**config.mk**
```make
export PLATFORM = sky130hd
export DESIGN_NAME = pc_sequencer
export DESIGN_NICKNAME = d
export VERILOG_FILES = /design/src/rtl/pc_sequencer.sv
export SDC_FILE = /design/constraint.sdc
export NUM_CORES = 1
export LEC_CHECK = 0
export CORE_MARGIN = 3
export CORE_UTILIZATION = 46
export DETAILED_ROUTE_END_ITERATION = 8
export GPL_TIMING_DRIVEN = 0
export PLACE_DENSITY = 0.81
export SLEW_MARGIN = 20
export SYNTH_ARGS = -nofsm -noshare
export SYNTH_HDL_FRONTEND = slang
export SYNTH_SLANG_ARGS = --single-unit
```
**constraint.sdc**
```tcl
create_clock -name clk -period 2.7 [get_ports clk]
set_input_delay 0.675 -clock clk [delete_from_list [all_inputs] [get_ports clk]]
set_output_delay 0.675 -clock clk [all_outputs]
set_load 0.01 [all_outputs]
```
**src/rtl/pc_sequencer.sv**
```systemverilog
// Instruction-fetch sequencer: owns the program counter, fetches over a req/ack
// port, presents the instruction to the datapath, and picks the next PC on commit.
module pc_sequencer #(
  parameter int               WIDTH       = 32,
  parameter logic [WIDTH-1:0] RESET_PC    = '0,
  parameter logic [WIDTH-1:0] TRAP_VECTOR = WIDTH'(32'h0000_0100)
) (
  input  logic             clk,
  input  logic             rst,
  input  logic             boot_en,
  output logic             imem_req,
  output logic [WIDTH-1:0] imem_addr,
  input  logic             imem_ack,
  input  logic [31:0]      imem_rdata,
  output logic [WIDTH-1:0] pc,
  output logic [31:0]      instr,
  output logic             instr_valid,
  input  logic             commit,
  input  logic             stall,
  input  logic             redirect,
  input  logic             is_jalr,
  input  logic [WIDTH-1:0] target,
  output logic             trap_valid,
  output logic [WIDTH-1:0] trap_epc,
  output logic [WIDTH-1:0] trap_tval,
  output logic [WIDTH-1:0] retire_count,
  output logic [1:0]       state_dbg
);

  // Handshakes: imem_req stays high until the cycle imem_ack is seen in FETCH;
  // instr_valid stays high until the datapath commits with stall low.
  typedef enum logic [1:0] {
    IDLE  = 2'd0,
    FETCH = 2'd1,
    EXEC  = 2'd2,
    TRAP  = 2'd3
  } state_t;

  localparam logic [31:0] NOP = 32'h0000_0013;

  state_t           state;
  logic [WIDTH-1:0] nxt;
  logic             misaligned;

  always_comb begin
    nxt = pc + WIDTH'(4);
    if (redirect) begin
      nxt = is_jalr ? {target[WIDTH-1:1], 1'b0} : target;
    end
    misaligned = |nxt[1:0];
  end

  assign imem_addr = pc;
  assign state_dbg = state;

  always_ff @(posedge clk) begin
    if (rst) begin
      state        <= IDLE;
      pc           <= RESET_PC;
      imem_req     <= 1'b0;
      instr        <= NOP;
      instr_valid  <= 1'b0;
      trap_valid   <= 1'b0;
      trap_epc     <= '0;
      trap_tval    <= '0;
      retire_count <= '0;
    end else begin
      trap_valid <= 1'b0;
      case (state)
        IDLE: begin
          if (boot_en) begin
            imem_req <= 1'b1;
            state    <= FETCH;
          end
        end
        FETCH: begin
          if (imem_ack) begin
            instr       <= imem_rdata;
            instr_valid <= 1'b1;
            imem_req    <= 1'b0;
            state       <= EXEC;
          end
        end
        EXEC: begin
          if (commit && !stall) begin
            instr_valid <= 1'b0;
            if (misaligned) begin
              // A misaligned target does not retire the instruction.
              trap_epc   <= pc;
              trap_tval  <= nxt;
              trap_valid <= 1'b1;
              state      <= TRAP;
            end else begin
              pc           <= nxt;
              retire_count <= retire_count + WIDTH'(1);
              imem_req     <= 1'b1;
              state        <= FETCH;
            end
          end
        end
        TRAP: begin
          pc       <= TRAP_VECTOR;
          imem_req <= 1'b1;
          state    <= FETCH;
        end
        default: state <= IDLE;
      endcase
    end
  end

endmodule

```
==> load_flow_metrics.sql <==
INSERT INTO impl_metrics (metric_group, metric, value, unit) VALUES
('setup_path', 'worstPathMaxFanout', '6', ''),
('sta', 'finClkSkew', '0.00770', 'ns'),
('synth', 'synthDominantAreaCellType', 'sky130_fd_sc_hd__dfxtp_1', ''),
('drt', 'detail_route.wl_per_cell', '18.7', 'um'),
('placement', 'dp_cell_count', '1458', ''),
('drt', 'drt_drc_violations_left', '0', ''),
('synth', 'yosys.cell_count.top_type', 'sky130_fd_sc_hd__nand2_1', ''),
('min_path', 'min-delay-path-class', 'register to register', ''),
('placement', 'numPortBuffers', '266', ''),
('clocking', 'tritoncts', 'built', ''),
('sta', 'timing.final.max_slew_violations', '0', ''),
('clocking', 'clock_path_buffers', '2', ''),
('synth', 'yosysTopAreaCellShare', '43.0', '%'),
('finish', 'post_route_cells_drive_above_1_share', '7.45', '%'),
('sta', 'timing.final.hold_violations', '0', ''),
('setup_path', 'worst-endpoint-arrival', '2.96', 'ns'),
('synth', 'synthesis.nets', '1054', ''),
('global_route', 'globalRoute.totalOverflow', '0', ''),
('synth', 'synth_edf_count', '0', ''),
('outcome', 'status', 'completed', ''),
('synth', 'postSynthRegisterBits', '165', ''),
('sta', 'timing.final.crit_share', '96.5', '%'),
('placement', 'gpl.final_weighted_congestion', '0.905', ''),
('setup_path', 'cp_num_buf_inv', '1', ''),
('power', 'power_leakage', '3.76', 'nW'),
('floorplan', 'floorplan.die_area', '18300', 'um^2'),
('setup_path', 'critical-path-slowest-cell', 'sky130_fd_sc_hd__or4b_1', ''),
('synth', 'synth_sequential_area_ratio', '43.0', '%'),
('clocking', 'clk_pin_slew', '0.06', 'ns'),
('clocking', 'cts-htree-levels', '4', ''),
('synth', 'synth_top_flop_cell', 'sky130_fd_sc_hd__dfxtp_1', ''),
('setup_path', 'worst_path_largest_cell_delay', '0.60', 'ns'),
('synth', 'synth_cells', '976', ''),
('drt', 'number_of_detailed_route_iterations_in_the_first_pass', '6', ''),
('floorplan', 'placement_rows', '46', ''),
('synth', 'synth_async_sr_flop_share', '0', '%'),
('drt', 'initialDrtViolationCount', '752', ''),
('drt', 'routed_via_density', '5.64', ''),
('clocking', 'cts_buffer_count', '17', ''),
('placement', 'place_hpwl', '20500', 'um'),
('synth', 'syn-mean-instance-area', '7.88', 'um^2'),
('sta', 'maxClockFrequency', '384', 'MHz'),
('setup_path', 'critical_path.top_delay_family', 'simple AND/OR/NAND/NOR gates', ''),
('global_route', 'antenna_found_initial', '1', ''),
('sta', 'worst_slew_pin_slew', '0.909', 'ns'),
('floorplan', 'dieWidth', '135', 'um'),
('sta', 'grt_setup_unrepaired', 'yes', ''),
('setup_path', 'timing.critical_path.required', '3.06', 'ns'),
('power', 'power-per-cell-area', '472', 'nW/um^2'),
('sta', 'setup_failing_eps_final', '0', ''),
('synth', 'synthesis.area', '7690', 'um^2'),
('setup_path', 'timing.critical_path.mode_cell', 'sky130_fd_sc_hd__or3_1', ''),
('finish', 'layout.nets', '1340', ''),
('global_route', 'number_of_global_route_vias_before_repair', '7933', ''),
('sta', 'period_needed', '2.61', 'ns'),
('drt', 'route.vias.total', '8418', ''),
('synth', 'synth_warnings', '0', ''),
('drt', 'antenna_left', '0', ''),
('floorplan', 'core-area', '16100', 'um^2'),
('finish', 'instances_no_fill', '1492', ''),
('drt', 'drt-total-wl', '27900', 'um'),
('finish', 'area_delta_synth_final', '46.6', '%'),
('setup_path', 'timing.critical_path.cells', 'clkdlybuf4s50_1 -> nand3b_1 -> or3_1 -> or4b_1 -> or3_1 -> a21oi_1', ''),
('setup_path', 'worst_setup_path_start_kind', 'input pin', ''),
('clocking', 'clock_insertion_delay_worst_skew', '0.43', 'ns'),
('clocking', 'clk_root_buffer_cell', 'sky130_fd_sc_hd__clkbuf_16', ''),
('global_route', 'largest_net_degree_at_the_start_of_global_routing', '17', ''),
('job', 'maxCapViolations', '0', ''),
('power', 'vdd.ir_drop.worst', '0.000448', 'V'),
('sta', 'slew_headroom', '39.1', '%'),
('floorplan', 'floorplan.io_pins', '269', '');
[kinds of logic (layout without fill, tap and decap cells)]
group                    Yosys count  count (layout)  share of synthesized area (%)
AO/OA/AOI/OAI                    219             219                           17.0
XOR/XNOR                          34              34                           3.87
adder cells (fa/ha/maj)            6               6                          0.977
buffers and inverters            110             409                           7.08
flip-flops                       165             165                           43.0
multiplexers                       7               7                          0.960
other                              0               1                              0
AND/OR/NAND/NOR                  435             435                           27.1
[flip-flops by register name (all words and copies together) (netlist names)]
| signal | cells |
|---|---|
| imem_addr | 32 |
| instr | 32 |
| retire_count | 32 |
| trap_epc | 32 |
| trap_tval | 32 |
| state_dbg | 2 |
| imem_req | 1 |
| instr_valid | 1 |
| trap_valid | 1 |
[worst paths after layout]
check	startpoint	end	slack (ns)	cells after the start
setup / recovery	stall	retire_count[27]	0.09	6
hold / removal	instr[16]	instr[16]	0.45	2
setup reg to reg	state_dbg[0]	retire_count[27]	0.14	7
hold reg to reg	instr[16]	instr[16]	0.45	2
[metal layers]
metal	wire, um	GRT usage, %	up-vias
met3	2670	7.10	72
li1	-	-	3967
met4	974	11.9	0
met1	11100	37.4	3922
met5	0	0	-
met2	13100	48.6	457
[worst register-to-register path: stages (launching register included)]
cell,delay [ns]
sky130_fd_sc_hd__dfxtp_1,0.35
sky130_fd_sc_hd__inv_1,0.10
sky130_fd_sc_hd__ha_2,0.25
sky130_fd_sc_hd__nand3b_1,0.19
sky130_fd_sc_hd__or3_1,0.48
sky130_fd_sc_hd__or4b_1,0.60
sky130_fd_sc_hd__or3_1,0.38
sky130_fd_sc_hd__a21oi_1,0.14
[metrics by stage]
stage | hold WS [ns] | power (W) | setup slack, ns | setup TNS, ns | util, %
3_5_place_dp | 0.446 | 0.00299 | -0.624 | -41.02 | 66.0
2_1_floorplan | 0.481 | 0.00273 | 0.210 | 0 | -
5_1_grt | 0.474 | 0.00546 | -0.0243 | -0.0247 | 69.9
3_3_place_gp | 0.441 | 0.00298 | -0.577 | -39.89 | 65.9
6_report | 0.454 | 0.00532 | 0.0933 | 0 | 69.9
4_1_cts | 0.454 | 0.00532 | 0.0130 | 0 | 69.5
[layout make-up]
type	instances	area [um^2]
antenna	1	2.50
buffer	93	487
clock buffer	24	462
clock inverter	8	101
fill	1320	4840
inverter	16	60.1
multi-input combinational	701	3910
sequential	165	3300
tap	216	270
timing repair buffer	268	2680
[cells in the final DEF (no fill, tap or decap), types with 9 or more instances in the layout]
master / count
sky130_fd_sc_hd__clkdlybuf4s50_1: 266
sky130_fd_sc_hd__nand2_1: 199
sky130_fd_sc_hd__dfxtp_1: 165
sky130_fd_sc_hd__a21oi_1: 95
sky130_fd_sc_hd__nor2_1: 54
sky130_fd_sc_hd__clkbuf_1: 52
sky130_fd_sc_hd__o21ai_0: 49
sky130_fd_sc_hd__buf_4: 35
sky130_fd_sc_hd__nand3_1: 33
sky130_fd_sc_hd__xnor2_1: 27
sky130_fd_sc_hd__nor4_1: 23
sky130_fd_sc_hd__nor3_1: 21
sky130_fd_sc_hd__nand4_1: 18
sky130_fd_sc_hd__clkbuf_16: 17
sky130_fd_sc_hd__inv_1: 14
sky130_fd_sc_hd__or3_1: 13
sky130_fd_sc_hd__and2_1: 9
[power breakdown]
| part | leakage, nW | internal, W | total [W] | switching (W) |
|---|---|---|---|---|
| Combinational | 2.17 | 0.000212 | 0.000460 | 0.000248 |
| Clock | 0.264 | 0.00138 | 0.00237 | 0.000984 |
| Sequential | 1.33 | 0.00247 | 0.00249 | 0.0000196 |
| Total | 3.76 | 0.00406 | 0.00532 | 0.00125 |
[what timing repair did]
item,CTS,global route
setup buffers,0,2
setup endpoints to repair,50,78
pin swaps,0,1
gates resized for setup,3,18
Note: power is estimated with default switching activity, not from simulation.
